### src/rtl/status_flag_unit_pkg.sv
// Shared flag-interface definitions: flag bit positions, ALU mode and branch
// condition encodings, and the arithmetic-mode predicate used for flag masking.
package status_flag_unit_pkg;

  localparam int FLAG_Z = 3;
  localparam int FLAG_C = 2;
  localparam int FLAG_S = 1;
  localparam int FLAG_O = 0;

  localparam logic [3:0] MODE_ADD = 4'b0000;
  localparam logic [3:0] MODE_ADC = 4'b0001;
  localparam logic [3:0] MODE_OR  = 4'b0010;
  localparam logic [3:0] MODE_XOR = 4'b0011;
  localparam logic [3:0] MODE_AND = 4'b0100;
  localparam logic [3:0] MODE_NOT = 4'b0101;
  localparam logic [3:0] MODE_BUF = 4'b0110;
  localparam logic [3:0] MODE_SUB = 4'b0111;
  localparam logic [3:0] MODE_SBB = 4'b1000;
  localparam logic [3:0] MODE_CMP = 4'b1001;
  localparam logic [3:0] MODE_SHL = 4'b1010;
  localparam logic [3:0] MODE_SHR = 4'b1011;
  localparam logic [3:0] MODE_SAR = 4'b1100;
  localparam logic [3:0] MODE_ROL = 4'b1101;
  localparam logic [3:0] MODE_ROR = 4'b1110;
  localparam logic [3:0] MODE_NEG = 4'b1111;

  localparam logic [2:0] COND_ALWAYS = 3'b000;
  localparam logic [2:0] COND_Z      = 3'b001;
  localparam logic [2:0] COND_NZ     = 3'b010;
  localparam logic [2:0] COND_C      = 3'b011;
  localparam logic [2:0] COND_NC     = 3'b100;
  localparam logic [2:0] COND_S      = 3'b101;
  localparam logic [2:0] COND_O      = 3'b110;
  localparam logic [2:0] COND_LT     = 3'b111;

  // Bit n set means mode n produces meaningful C/O (ADD, ADC, SUB, SBB, CMP, NEG).
  localparam logic [15:0] ARITH_MODE_MASK = 16'h8383;

  function automatic logic is_arith_mode(input logic [3:0] mode);
    return ARITH_MODE_MASK[mode];
  endfunction

endpackage

### src/rtl/status_flag_unit_sr_stack.sv
// Parameterised LIFO of saved status-register values with sticky error on
// overflow, underflow or a simultaneous push/pop request.
module sr_stack #(
  parameter int DEPTH = 4,
  parameter int PTR_W = 2,
  parameter int W     = 4
) (
  input  logic         clk,
  input  logic         rst_n,
  input  logic         i_push,
  input  logic         i_pop,
  input  logic [W-1:0] i_data,
  output logic [W-1:0] o_top,
  output logic         o_pop_ok,
  output logic         o_full,
  output logic         o_empty,
  output logic         o_err
);

  localparam logic [PTR_W:0] FULL_CNT = DEPTH[PTR_W:0];

  logic [W-1:0]   r_slot [DEPTH];
  logic [PTR_W:0] r_count;
  logic           r_err;
  logic           w_push_ok;
  logic           w_err_evt;
  logic [PTR_W-1:0] w_top_idx;

  assign o_full    = (r_count == FULL_CNT);
  assign o_empty   = (r_count == '0);
  assign w_push_ok = i_push & ~i_pop & ~o_full;
  assign o_pop_ok  = i_pop & ~i_push & ~o_empty;
  assign w_err_evt = (i_push & i_pop) | (i_push & ~i_pop & o_full) | (i_pop & ~i_push & o_empty);
  // Low bits wrap to DEPTH-1 when full, which is exactly the top slot.
  assign w_top_idx = r_count[PTR_W-1:0] - PTR_W'(1);
  assign o_top     = r_slot[w_top_idx];
  assign o_err     = r_err;

  always_ff @(posedge clk or negedge rst_n) begin
    if (!rst_n) begin
      r_count <= '0;
      r_err   <= 1'b0;
      for (int i = 0; i < DEPTH; i++) r_slot[i] <= '0;
    end else begin
      if (w_err_evt) r_err <= 1'b1;
      if (w_push_ok) begin
        r_slot[r_count[PTR_W-1:0]] <= i_data;
        r_count <= r_count + 1'b1;
      end else if (o_pop_ok) begin
        r_count <= r_count - 1'b1;
      end
    end
  end

endmodule

### src/rtl/status_flag_unit.sv
// Status register at the consumer end of the ALU flag interface: masked flag
// capture, direct load, save/restore stack and branch-condition evaluation.
module status_flag_unit
  import status_flag_unit_pkg::*;
#(
  parameter int STACK_DEPTH = 4,
  parameter int PTR_W       = 2
) (
  input  logic       clk,
  input  logic       rst_n,
  input  logic       alu_E,
  input  logic [3:0] alu_mode,
  input  logic [3:0] alu_flags,
  input  logic       wr_en,
  input  logic [3:0] wr_data,
  input  logic       push,
  input  logic       pop,
  input  logic [2:0] cond_sel,
  output logic [3:0] SR,
  output logic       cond_true,
  output logic       stack_full,
  output logic       stack_empty,
  output logic       stack_err
);

  logic [3:0] r_sr;
  logic [3:0] w_top;
  logic       w_pop_ok;
  logic [3:0] w_captured;

  sr_stack #(
    .DEPTH(STACK_DEPTH),
    .PTR_W(PTR_W),
    .W    (4)
  ) u_stack (
    .clk     (clk),
    .rst_n   (rst_n),
    .i_push  (push),
    .i_pop   (pop),
    .i_data  (r_sr),
    .o_top   (w_top),
    .o_pop_ok(w_pop_ok),
    .o_full  (stack_full),
    .o_empty (stack_empty),
    .o_err   (stack_err)
  );

  // Non-arithmetic ops leave C and O untouched.
  always_comb begin
    w_captured = alu_flags;
    if (!is_arith_mode(alu_mode)) begin
      w_captured[FLAG_C] = r_sr[FLAG_C];
      w_captured[FLAG_O] = r_sr[FLAG_O];
    end
  end

  always_ff @(posedge clk or negedge rst_n) begin
    if (!rst_n) begin
      r_sr <= 4'b0000;
    end else if (w_pop_ok) begin
      r_sr <= w_top;
    end else if (wr_en) begin
      r_sr <= wr_data;
    end else if (alu_E) begin
      r_sr <= w_captured;
    end
  end

  always_comb begin
    cond_true = 1'b1;
    unique case (cond_sel)
      COND_ALWAYS: cond_true = 1'b1;
      COND_Z:      cond_true = r_sr[FLAG_Z];
      COND_NZ:     cond_true = ~r_sr[FLAG_Z];
      COND_C:      cond_true = r_sr[FLAG_C];
      COND_NC:     cond_true = ~r_sr[FLAG_C];
      COND_S:      cond_true = r_sr[FLAG_S];
      COND_O:      cond_true = r_sr[FLAG_O];
      COND_LT:     cond_true = r_sr[FLAG_S] ^ r_sr[FLAG_O];
      default:     cond_true = 1'b1;
    endcase
  end

  assign SR = r_sr;

endmodule

### config.mk
export PLATFORM = sky130hd
export DESIGN_NAME = status_flag_unit
export DESIGN_NICKNAME = d
export VERILOG_FILES = /design/src/rtl/status_flag_unit_pkg.sv /design/src/rtl/status_flag_unit_sr_stack.sv /design/src/rtl/status_flag_unit.sv
export SDC_FILE = /design/constraint.sdc
export NUM_CORES = 1
export LEC_CHECK = 0
export ABC_AREA = 0
export BUFFER_PORTS_ARGS = -buffer_cell sky130_fd_sc_hd__buf_2
export CORE_MARGIN = 8
export CORE_UTILIZATION = 48
export DETAILED_ROUTE_END_ITERATION = 8
export GPL_TIMING_DRIVEN = 0
export PLACE_DENSITY = 0.74
export SYNTH_ARGS = -nofsm -noshare
export SYNTH_HDL_FRONTEND = slang
export SYNTH_SLANG_ARGS = --single-unit
### constraint.sdc
create_clock -name clk -period 2 [get_ports clk]
set_input_delay 0.6 -clock clk [delete_from_list [all_inputs] [get_ports clk]]
set_output_delay 0.6 -clock clk [all_outputs]
set_load 0.01 [all_outputs]
Word-level counts from Yosys, hierarchy flattened
Memory sizes are Yosys's and may differ from the RTL's.
Cells that the tools add are included.
{"block": "classes", "addsub": 3, "order_cmp": 4, "n_eq_ne": 8, "n_mux": 15, "bitwise": 18, "reduce_logical": 7}
{"op": "$mux W4", "count": 6}
{"op": "$bwmux W16", "count": 1}
{"op": "$eq A3 B3 Y1 const B", "count": 5}
{"op": "$bmux W4 S2", "count": 1}
{"op": "$demux W4 S2", "count": 1}
{"op": "$pmux W1 S8", "count": 1}
{"op": "$and A1 B1 Y1", "count": 7}
{"op": "$eq A3 B2 Y1 const B", "count": 2}
{"op": "$ge A3 B3 Y1 const B", "count": 2}
{"op": "$logic_not A3 Y1", "count": 2}
{"op": "$mux W3", "count": 2}
{"op": "$not A1 Y1", "count": 6}
{"op": "$not A2 Y3", "count": 2}
{"op": "$reduce_bool A3 Y1", "count": 2}
{"op": "$lt A4 B5 Y1 const B", "count": 1}
{"op": "$add A3 B1 Y3 const B", "count": 1}
{"op": "$eq A3 B1 Y1 const B", "count": 1}
{"op": "$lt A3 B1 Y1 const B", "count": 1}
{"op": "$mux W1", "count": 3}
{"op": "$sub A3 B1 Y3 const B", "count": 1}
{"op": "$or A1 B1 Y1", "count": 2}
{"op": "$reduce_and A2 Y1", "count": 1}
{"op": "$reduce_bool A2 Y1", "count": 1}
{"op": "$sub A2 B1 Y2 const B", "count": 1}
{"op": "other kinds (2)", "count": 2}
{"block": "totals", "regBits": 24, "mem_bits_ro": 16, "in_bits": 21, "n_memories": 1}
{"name": "(no name shown)", "words": 16, "word_bits": 1, "rd": 1, "rd_ports_with_merged_regs": 0, "wr": 0, "line": "status_flag_unit_pkg.sv:40", "rtl": "return ARITH_MODE_MASK[mode];"}

Longest topological paths before layout
{"block": "depth", "depth_word": 6, "ltp_mapped": 10}

By module
From an unflattened synthesis, not the netlist that was laid out.
{"block": "unflattened", "cells_unflattened": 118, "hier_area_um2": 1482.7}
{"mod": "sr_stack", "instances": 1, "cells_per_inst": 83, "area_each_um2": 1154.9, "seq_area_each_um2": 500.5}
{"mod": "status_flag_unit", "instances": 1, "cells_per_inst": 35, "area_each_um2": 327.8, "seq_area_each_um2": 100.1}

Worst setup path after synthesis
OpenSTA, ideal clock, no wires.
{"block": "synth_timing", "kind": "register to register", "from": "register u_stack.r_count[0]", "to": "register u_stack.r_count[2]", "setup_time_ps": 130, "arrival_ps": 1838, "slack_ps": 32, "stages_incl_launch_ff": 11, "n_path_buf": 1, "period_less_slack_ps": 1968, "path_cell_list": "dfrtp_1 > buf_6 > inv_1 > ha_1 > nand2_1 > nand2_1 > xnor2_1 > ha_1 > nor3_1 > a221oi_1 > a21oi_1"}
{"block": "synth_via", "elab_chain_len": 4}
{"element": "start, declared", "line": "status_flag_unit_sr_stack.sv:23", "rtl": "logic [PTR_W:0] r_count;"}
{"element": "start signal, assigned", "line": "status_flag_unit_sr_stack.sv:48", "rtl": "r_count <= r_count + 1'b1;"}
{"element": "start signal, assigned", "line": "status_flag_unit_sr_stack.sv:50", "rtl": "r_count <= r_count - 1'b1;"}
{"element": "parallel branches: the longest is 4 deep, another holds $sub A3 B1 Y3"}
Parallel ways; which one is timed is not known. The select of a mux whose other input is x is not followed.
A chain may end at the register's enable or synchronous reset.

Worst setup path after layout
{"block": "layout_timing", "from": "register u_stack.r_count[0]", "to": "output stack_full"}
{"block": "layout_via", "elab_chain_len": 1}
{"element": "$eq A3 B3 Y1", "line": "status_flag_unit_sr_stack.sv:29", "rtl": "assign o_full = (r_count == FULL_CNT);"}
{"element": "end, declared", "line": "status_flag_unit.sv:21", "rtl": "output logic stack_full,"}
Every way passes these cells.

==> reports/results.txt <==
Subtracting the final worst setup slack from the clock period gives 1.961 ns. In this run the worst setup path begins at u_stack.r_count[0]$_DFFE_PN0P_. Counting every sink on the clock net gives 24. The overall fraction of global-route tracks in use was 13.10%. After synthesis, the largest family of logic cells by area is multiplexers.

Measured in cells, the most critical reg-to-reg path has a length of 10. Setup repair after global routing could not meet its margin everywhere. CTS placed an instance of sky130_fd_sc_hd__clkbuf_4 at the clock tree root.

During placement, the flow inserted port buffers numbering 26. For this run the aggregate overflow at the end of global routing stands at 0. The floorplan step defined a die boundary enclosing 4901 um^2. The wire length of the first global-routing pass is 5319 um. Timing analysis after detailed placement gives a worst setup slack of -0.2261 ns.

STA classifies the critical path startpoint as a flop. The routed length per instance came out at 17.90 um. Summing the areas of all compound-gate instances in the mapped netlist gives 9.562% of the synthesized area.

Multiplexer cells account for 24.31% of the synthesized area. The logs give 145 for the number of nets produced by synthesis and 1.40 ns for the worst endpoint required time. In this run the horizontal extent of the chip is 70.01 um.

For this run, the register share of the synthesized area comes to 42.90%. The repair_antennas step left the layout with diodes totalling 0. The logs give 0.33 ns for the clock latency reported for the late side of the worst-skew pair and 1400 um^2 for the netlist area before placement.

The final-report setup violation count came out at 0. The signal on the critical path passes through buf_6 > inv_4 > ha_4 > nand2_4 > inv_1 > buf_2. Based on the critical path, the design can be clocked at up to 509.9 MHz. Fill cells in the final layout number 196.

The number of ports placed on the die boundary is 29. At the worst endpoint, the arrival time is 1.36 ns. After Yosys synthesis, and, or, nand and nor cells account for 12.87% of the synthesized area. The setup path with the least slack is of type flop to output pin. The worst ir drop on vdd is 0.0008241 V, and the static leakage power is 0.8279 nW. The synthesized netlist devotes 2.502% of its cell area to XOR and XNOR gates. Routability-driven placement finished with a final weighted congestion of 0.9161. The floorplan step set the die height to 70.01 um.

The clock slew at the register clock pins of the worst setup and hold paths was 0.14 ns; the power density over the cells was 1438 nW/um^2. The count of nets left with antenna violations once routing finished came out at 0. The number of global-route vias before repair came out at 1169.

The share of final-layout standard cells stronger than drive strength 1 came out at 50.93%. For this configuration, the core starts out at a cell density of 50.77%. The worst pin sits at a relative slew slack of 63.28%.

The cell count after synthesis came out at 119. For this run, the share of the core covered by cells in the final layout is 63.88%. The number of register bits inferred by synthesis was 24; the number of design rule violations left after detail routing was 0. The worst clock skew was 0.003016 ns.

The logs give 0 for the max-slew violation count and 0 for the count of maximum capacitance violations. For this block, the via count after detailed routing is 1118. Sequential cell area: 606.8 um^2. The final layout contains routed wiring with a total length of 3437 um.

The library cell used most frequently in the layout, excluding fill and tap cells, is sky130_fd_sc_hd__buf_2. Compared with the post-synthesis result, the final layout area differs by 25.83%. The number of detailed-routing iterations run before antenna repair came out at 4. TritonCTS built the clock tree. The worst register-to-register path begins at u_stack.r_count[0]$_DFFE_PN0P_. The maximum buffer depth of the clock tree was 2.

The tools report the number of antenna violations at the first check in global routing as 0. The worst hold path belongs to the class primary input to asynchronous set/reset pin. STA classifies the critical path endpoint as an output pin. The count of cell instances traversed by the critical path works out to 6. After layout, the worst path uses 98.06% of the clock period. For the final routed database, the setup TNS stands at 0 ns. Row generation in the floorplan step produced 19 rows.

The tools report the count of final hold-check violations as 0. The run finished with clean final reports. The CTS H-tree depth is 1, and the number of warning messages in the yosys log is 0.

Along the worst path, the maximum fanout reaches 4. The slowest stage of the critical path belongs to the cell sky130_fd_sc_hd__dfrtp_1. In the post-synthesis netlist, the biggest area contributors are sky130_fd_sc_hd__dfrtp_1 (43%), sky130_fd_sc_hd__mux2_2 (14%), sky130_fd_sc_hd__ha_1 (4.5%). Across all setup checks in the final design, the least slack found is 0.03881 ns. The top cell types in the final layout, fill and taps aside, are sky130_fd_sc_hd__buf_2 (26), sky130_fd_sc_hd__dfrtp_1 (19), sky130_fd_sc_hd__mux2_2 (18).

The first routing iteration left 71 violations. The number of buffers and inverters on the critical path is 4. The detailed-route vias per instance works out to 5.823.

The mean area per synthesized cell was 11.77 um^2. In this design, the stage delay of the slowest critical-path cell is 0.43 ns. The run gives 35 as the number of distinct standard cells referenced by the synthesized netlist.

The post-synthesis share of cell area spent on full adders, half adders and majority gates is 4.468%, and the area inside the core boundary is 2758 um^2. For the pin with the worst max-slew slack, the measured transition is 0.5509 ns. The post-layout net count was 188. Of all cell types, the one taking the most synthesized area is sky130_fd_sc_hd__dfrtp_1. On the critical path the largest part of the delay comes from flip-flops.

After synthesis, the largest area contributor takes up 42.90% of total cell area. Entering global routing, the biggest net connects 25 pins. The number of buffers created by CTS is 3, and the detailed-placement wirelength estimate is 2261 um. Final hold analysis gives a worst-case slack of 0.2366 ns. The area of the multi-input gates was 784.5 um^2.
-- kinds of logic (layout without fill, tap and decap cells) --
kind of cell / Yosys count / in the layout
compound gates: 19 / 19
xor+xnor: 4 / 4
fa+ha+maj: 5 / 5
mux: 26 / 26
buf+inv: 10 / 52
flops: 24 / 24
simple gates: 31 / 31
-- where the power goes --
group          switching, mW  internal, mW  total (mW)
clock                  0.155         0.203       0.358
sequential             0.136         0.706       0.842
combinational          0.596         0.738        1.33
total                  0.887          1.65        2.53
-- registers in the layout, indices dropped and copies added, names as in the netlist --
signal           cells
u_stack.o_err        1
SR                   4
u_stack.r_slot      16
u_stack.r_count      3
-- metal layers --
| metal | up-vias | wire, um | global-route usage, % |
|---|---|---|---|
| li1 | 525 | - | - |
| met5 | - | 0 | 0 |
| met3 | 9 | 234 | 4.802 |
| met2 | 35 | 1727 | 22.94 |
| met1 | 549 | 1390 | 13.63 |
| met4 | 0 | 85 | 5.804 |
-- worst register-to-register path, stage by stage (launching register included) --
cell	delay [ns]
sky130_fd_sc_hd__dfrtp_1	0.43
sky130_fd_sc_hd__buf_6	0.13
sky130_fd_sc_hd__inv_4	0.06
sky130_fd_sc_hd__ha_4	0.17
sky130_fd_sc_hd__nand2_4	0.07
sky130_fd_sc_hd__nand2_1	0.09
sky130_fd_sc_hd__xnor2_1	0.12
sky130_fd_sc_hd__ha_1	0.23
sky130_fd_sc_hd__nor3_1	0.06
sky130_fd_sc_hd__a221oi_1	0.27
sky130_fd_sc_hd__a21oi_1	0.08
-- area by class of cell --
| class | instances | area share [%] |
|---|---|---|
| plain buffers | 3 | 1.207 |
| clock inverters | 1 | 1.705 |
| flip-flops and latches | 24 | 34.45 |
| inverters | 7 | 1.776 |
| multi-input cells | 85 | 44.53 |
| clock buffers | 3 | 1.278 |
| repair buffers | 38 | 12.86 |
| well taps | 31 | 2.202 |
-- synth_stat cells (all sizes together) --
cell,number
o31a,2
a22oi,2
nor4,2
xnor2,3
and4,1
nand2,8
a31oi,1
ha,5
mux2i,4
and2b,2
o22ai,1
nor3,1
clkbuf,1
and3,1
nor3b,1
inv,7
o221ai,3
nand2b,5
mux4,4
nor2,4
a221oi,1
buf,2
a21oi,2
xor2,1
o32ai,1
nand3,6
mux2,18
o31ai,2
dfrtp,24
o21ai,4
-- metrics by stage --
stage	power [mW]	cells	area (um^2)
after global placement	1.822	176	1569
after detailed placement	1.876	176	1569
after CTS	2.399	185	1693
final	2.534	192	1762
after floorplan	1.599	119	1400
after global routing	2.686	192	1762
-- timing repair --
action	in CTS	in global routing
pin swaps	1	0
endpoints found under the setup margin	5	3
hold buffers	0	0
setup buffers	5	7
hold endpoints to repair	0	0
gates resized for setup	12	6
-- worst paths after layout --
path	endpoint	slack [ns]
worst min-delay path	u_stack.r_slot[9]$_DFFE_PN0P_	0.24
max in group asynchronous	SR[0]$_DFFE_PN0P_	1.37
worst max register to register	u_stack.r_count[2]$_DFFE_PN0P_	0.18
min in group clk	u_stack.o_err$_DFFE_PN0P_	0.50
worst min register to register	u_stack.o_err$_DFFE_PN0P_	0.50
worst max-delay path	stack_full	0.04
Note: power is estimated with default switching activity, not from simulation.
